File: src/rtl/uart_rx_fifo_writer_if.sv
// uart_rx_fifo_writer_if: FIFO write-side bundle between the UART receiver and the byte FIFO
interface uart_rx_fifo_writer_if #(parameter int DATA_BITS = 8);
  logic                 fifo_wr_en;
  logic [DATA_BITS-1:0] fifo_wr_data;
  logic                 fifo_full;
  modport master (output fifo_wr_en, output fifo_wr_data, input fifo_full);
  modport slave  (input fifo_wr_en, input fifo_wr_data, output fifo_full);
endinterface

File: src/rtl/uart_rx_fifo_writer.sv
// uart_rx_fifo_writer: 8N1 UART receiver that writes each good byte into a FIFO and flags framing/overrun errors
module uart_rx_fifo_writer #(
  parameter int CLKS_PER_BIT = 868,
  parameter int DATA_BITS    = 8,
  parameter int CNT_W        = 16
) (
  input  logic                         clk,
  input  logic                         rst,
  input  logic                         rx,
  uart_rx_fifo_writer_if.master        fifo,
  output logic                         busy,
  output logic                         frame_error,
  output logic                         overrun
);
  localparam int IW = $clog2(DATA_BITS + 1);
  localparam logic [CNT_W-1:0] HALF = CNT_W'((CLKS_PER_BIT - 1) / 2);
  localparam logic [CNT_W-1:0] FULL = CNT_W'(CLKS_PER_BIT - 1);
  localparam logic [IW-1:0]    LAST = IW'(DATA_BITS - 1);
  typedef enum logic [2:0] {S_IDLE, S_START, S_DATA, S_STOP, S_BRK} state_t;
  state_t               r_state, w_next;
  logic                 r_rx_m, r_rx_s;
  logic [CNT_W-1:0]     r_cnt;
  logic [IW-1:0]        r_idx;
  logic [DATA_BITS-1:0] r_sh, r_wr_data;
  logic                 r_wr_en, r_fe, r_ov;
  logic                 w_half, w_full, w_stop, w_bit, w_clr;
  assign w_half = r_cnt == HALF;
  assign w_full = r_cnt == FULL;
  assign w_stop = r_state == S_STOP && w_full;
  assign w_bit  = r_state == S_DATA && w_full;
  always_comb begin
    w_next = r_state;
    case (r_state)
      S_IDLE:  w_next = r_rx_s ? S_IDLE : S_START;
      S_START: w_next = !w_half ? S_START : (r_rx_s ? S_IDLE : S_DATA);
      S_DATA:  w_next = (w_bit && r_idx == LAST) ? S_STOP : S_DATA;
      S_STOP:  w_next = !w_full ? S_STOP : (r_rx_s ? S_IDLE : S_BRK);
      S_BRK:   w_next = r_rx_s ? S_IDLE : S_BRK;
      default: w_next = S_IDLE;
    endcase
  end
  // the bit counter restarts on every state change and after every data sample
  assign w_clr = r_state == S_IDLE || r_state == S_BRK || r_state != w_next || w_bit;
  always_ff @(posedge clk)
    if (rst) r_state <= S_IDLE;
    else     r_state <= w_next;
  always_ff @(posedge clk) begin
    if (rst) begin
      r_rx_m    <= 1'b1;
      r_rx_s    <= 1'b1;
      r_cnt     <= '0;
      r_idx     <= '0;
      r_sh      <= '0;
      r_wr_data <= '0;
      r_wr_en   <= 1'b0;
      r_fe      <= 1'b0;
      r_ov      <= 1'b0;
    end else begin
      r_rx_m  <= rx;
      r_rx_s  <= r_rx_m;
      r_cnt   <= w_clr ? '0 : r_cnt + 1'b1;
      r_idx   <= (r_state == S_START) ? '0 : (w_bit ? r_idx + 1'b1 : r_idx);
      r_sh    <= w_bit ? {r_rx_s, r_sh[DATA_BITS-1:1]} : r_sh;
      r_wr_en <= w_stop && r_rx_s && !fifo.fifo_full;
      r_ov    <= w_stop && r_rx_s && fifo.fifo_full;
      r_fe    <= w_stop && !r_rx_s;
      if (w_stop && r_rx_s && !fifo.fifo_full) r_wr_data <= r_sh;
    end
  end
  assign fifo.fifo_wr_en   = r_wr_en;
  assign fifo.fifo_wr_data = r_wr_data;
  assign busy              = r_state != S_IDLE;
  assign frame_error       = r_fe;
  assign overrun           = r_ov;
endmodule

File: src/flat_wrapper.sv
// flat-port wrapper written by rule: the top's interface ports become plain ports
module uart_rx_fifo_writer_flat 
#(
  parameter int CLKS_PER_BIT = 868,
  parameter int DATA_BITS    = 8,
  parameter int CNT_W        = 16
)
  (clk, rst, rx, busy, frame_error, overrun, fifo_fifo_wr_en, fifo_fifo_wr_data, fifo_fifo_full);
  uart_rx_fifo_writer_if #(.DATA_BITS(DATA_BITS)) fifo_i ();
  input  logic clk;
  input  logic rst;
  input  logic rx;
  output logic busy;
  output logic frame_error;
  output logic overrun;
  output wire logic [$bits(fifo_i.fifo_wr_en)-1:0] fifo_fifo_wr_en;
  output wire logic [$bits(fifo_i.fifo_wr_data)-1:0] fifo_fifo_wr_data;
  input wire logic [$bits(fifo_i.fifo_full)-1:0] fifo_fifo_full;
  assign fifo_fifo_wr_en = fifo_i.fifo_wr_en;
  assign fifo_fifo_wr_data = fifo_i.fifo_wr_data;
  assign fifo_i.fifo_full = fifo_fifo_full;
  uart_rx_fifo_writer #(.CLKS_PER_BIT(CLKS_PER_BIT), .DATA_BITS(DATA_BITS), .CNT_W(CNT_W)) u_core (.clk(clk), .rst(rst), .rx(rx), .fifo(fifo_i), .busy(busy), .frame_error(frame_error), .overrun(overrun));
endmodule
File: config.mk
export PLATFORM = sky130hd
export DESIGN_NAME = uart_rx_fifo_writer_flat
export DESIGN_NICKNAME = d
export VERILOG_FILES = /design/src/rtl/uart_rx_fifo_writer_if.sv /design/src/rtl/uart_rx_fifo_writer.sv /design/src/flat_wrapper.sv
export SDC_FILE = /design/constraint.sdc
export NUM_CORES = 1
export LEC_CHECK = 0
export ABC_AREA = 1
export CAP_MARGIN = 10
export CORE_MARGIN = 4
export CORE_UTILIZATION = 57
export CTS_CLUSTER_SIZE = 30
export DETAILED_ROUTE_END_ITERATION = 6
export DONT_BUFFER_PORTS = 1
export MAX_ROUTING_LAYER = met4
export PLACE_DENSITY = 0.72
export SLEW_MARGIN = 10
export SYNTH_ARGS = -nofsm -noshare
export SYNTH_HDL_FRONTEND = slang
export SYNTH_SLANG_ARGS = --single-unit
File: constraint.sdc
create_clock -name clk -period 3.2 [get_ports clk]
set_clock_uncertainty 0.15 [all_clocks]
set_input_delay 0.32 -clock clk [delete_from_list [all_inputs] [get_ports clk]]
set_output_delay 0.32 -clock clk [all_outputs]
set_load 0.05 [all_outputs]
==> flow_summary_export.csv <==
group,metric,value,unit
status,status,"finished, final reports clean",
finish,drive_above_1_share,16.2,%
global_route,grt_usage,18.3,%
hold_path,holdCritPathClass,"in2reg",
floorplan,start_util,61.3,%
critical_path,cp_max_fo,16,
logic_synthesis,synth_area_per_cell,7.78,sq um
timing,period_share,67.1,%
logic_synthesis,synth_edf_count,0,
finish,multi_input_area,0.00107,sq mm
clock_tree,clockBufferDepth,2,
pwr,vdd_drop_max,0.297,mV
timing,fin_ws,1.05,ns
finish,finalInstanceArea,0.00228,sq mm
logic_synthesis,yosysMostFrequentCell,"nor2_1",
global_route,antenna_found_initial,0,
floorplan,io-pin-count,16,
timing,fmax,466,MHz
critical_path,ff2ff_path_depth,10,
timing,tns,0,ns
critical_path,arrival,2.17,ns
logic_synthesis,ys.flop_type,"dfxtp_1",
logic_synthesis,synth-seq-cells,44,
logic_synthesis,ys_types,29,
critical_path,cp-end-kind,"register",
timing,relSlewSlack,65.2,%
clock_tree,postCtsSetupRepairBufs,0,
logic_synthesis,async_reset_ff_share,0,%
clock_tree,cts_inserted_buffers,5,
pwr,finalPower,1.01,mW
global_route,grt_pass1_vias,1495,
timing,drv_slew,0,
logic_synthesis,synth_top_cells_by_count,"55 x nor2_1, 44 x dfxtp_1, 28 x inv_1, 23 x nand2_1, 17 x o21ai_0",
placement,placed_area,0.00213,sq mm
floorplan,chipHeight,68.8,um
routing,drt_pass1_iterations,4,
critical_path,r2r_end,"u_core.r_cnt[4]",
placement,place_congestion,0.819,
logic_synthesis,yosysSeqAreaShare,41.8,%
floorplan,core,0.00344,sq mm
logic_synthesis,synth.net_count,278,
clock_tree,clk_latency,0.30,ns
finish,fillerInstances,299,
routing,drc,0,
logic_synthesis,synth_top_area_share,41.8,%
placement,io_buffers,0,
floorplan,die_area,0.00474,sq mm
routing,ant_nets,0,
routing,wl_per_cell,11.1,um
critical_path,crit_required,3.23,ns
critical_path,ff2ff_setup_slack,1.05,ns
placement,pre_cts_ws,1.05,ns
timing,finalHoldViolCount,0,
finish,area_growth,7.95,%
logic_synthesis,synthCells,271,
routing,via_count,1602,
global_route,overflow,0,
timing,final-setup-viol-count,0,
logic_synthesis,synth_warnings,0,
routing,drt-total-wl,3.57,mm
clock_tree,path_clk_slew,0.08,ns
critical_path,crit_type,"reg2reg",
timing,worst_pin_slew,0.521,ns
logic_synthesis,yosys-top-cells-area,"dfxtp_1 42%, nor2_1 9.8%, nor2_4 6.9%",
finish,nets,283,
timing,rsz0062_at_grt,"no",
finish,diodes,0,
logic_synthesis,netlist_area,0.00211,sq mm
placement,dp_hpwl,2.59,mm
critical_path,r2r_start,"u_core.r_cnt[0]",
pwr,power.density,445,mW/mm^2
hold_path,min_to,"u_core.overrun",
global_route,grt_pass1_wl,6.32,mm
hold_path,min_delay_path_depth,2,
flow_run,drv_cap,0,
pwr,p_leak,0.882,nW
clock_tree,cts_tree,"done",
floorplan,die_x,68.8,um
clock_tree,cts_sinks,44,
routing,viasPerCell,4.96,
global_route,grt_max_degree,20,
clock_tree,h-tree-depth,2,
hold_path,min_from,"fifo_fifo_full",
floorplan,rows,21,
logic_synthesis,synth_top_area_cell,"dfxtp_1",
clock_tree,root_buffer,"clkbuf_8",
timing,period_minus_slack,2.15,ns
routing,drt_iter0_drc,137,
finish,seq_area,881,sq um
critical_path,critPathLaunchType,"register",
[layout by cell type (no fill, tap or decap), types with 2 or more instances in the layout]
master and instances:
a21oi_1 12, clkbuf_8 5, clkinv_1 3, clkinv_4 2
dfxtp_1 44, dlygate4sd3_1 3, ha_1 3, inv_1 28
nand2_1 23, nand2_2 9, nand3_1 14, nand4_1 5
nor2_1 55, nor2_2 8, nor2_4 13, nor3_1 7
o21ai_0 17, or2_2 2, xnor2_1 2, xor2_1 12
[sequential cells by signal, summed over array words and instances, names as in the netlist]
register                  flops
u_core.fifo.fifo_wr_data      8
u_core.fifo.fifo_wr_en        1
u_core.frame_error            1
u_core.overrun                1
u_core.r_cnt                 16
u_core.r_idx                  4
u_core.r_rx_m                 1
u_core.r_rx_s                 1
u_core.r_sh                   8
u_core.r_state                3
[final cells by class]
| cell class | instances | area share (%) |
|---|---|---|
| clock buffers | 5 | 3.02 |
| clock inverters | 3 | 2.09 |
| inverters | 32 | 5.27 |
| multi-input cells | 190 | 47.1 |
| flip-flops and latches | 44 | 38.7 |
| well taps | 46 | 2.53 |
| repair buffers | 3 | 1.32 |
[what timing repair did]
action | 4_1_cts | 5_1_grt
gates resized for setup | 0 | 0
hold endpoints to repair | 6 | 0
hold buffers | 3 | 0
[power breakdown]
group / switching [mW] / total (mW) / internal, mW / leakage (nW)
Combinational: 0.0230 / 0.0332 / 0.0102 / 0.469
Sequential: 0.00219 / 0.551 / 0.549 / 0.355
Clock: 0.193 / 0.428 / 0.235 / 0.0583
Total: 0.218 / 1.01 / 0.794 / 0.882
[worst max path at each step]
stage                               start          endpoint  slack (ns)
final                     u_core.r_cnt[0]   u_core.r_cnt[4]        1.05
after global routing      u_core.r_cnt[0]   u_core.r_cnt[0]        0.85
after CTS                 u_core.r_cnt[0]   u_core.r_cnt[4]        1.04
after detailed placement  u_core.r_cnt[0]   u_core.r_cnt[3]        1.05
after global placement    u_core.r_cnt[0]   u_core.r_cnt[0]        1.11
after floorplan           u_core.r_cnt[0]  u_core.r_cnt[14]        1.40
[worst max-delay path, stage by stage (launching register included)]
cell     delay, ns
dfxtp_1       0.38
ha_1          0.24
nand2_1       0.10
nor2_1        0.14
nand3_1       0.33
nand2_1       0.15
inv_1         0.05
nand3_1       0.07
nor2_2        0.05
nand2_4       0.29
nor2_1        0.08
[layer usage]
layer / track usage, % / wire length, um / vias to the layer above
met5: - / 0 / -
li1: - / - / 863
met1: 23.9 / 1850 / 707
met2: 27.7 / 1520 / 27
met3: 4.54 / 166 / 5
met4: 6.57 / 34 / 0
[cell families (layout without fill, tap and decap cells)]
kind of cell / Yosys count / in the layout / synth area share (%)
flops: 44 / 44 / 41.8
simple gates: 142 / 142 / 35.6
fa+ha+maj: 3 / 3 / 1.78
buf+inv: 37 / 43 / 7.41
compound gates: 31 / 31 / 7.59
xor+xnor: 14 / 14 / 5.81
[metrics by stage]
step	instances	utilization (%)	hold WS (ns)
after detailed placement	312	61.9	0.246
after global placement	312	61.9	0.241
after CTS	323	66.2	0.121
final	323	66.2	0.146
after global routing	323	66.2	0.139
after floorplan	271	-	0.239
No activity file was read; power rests on OpenSTA's default activity.
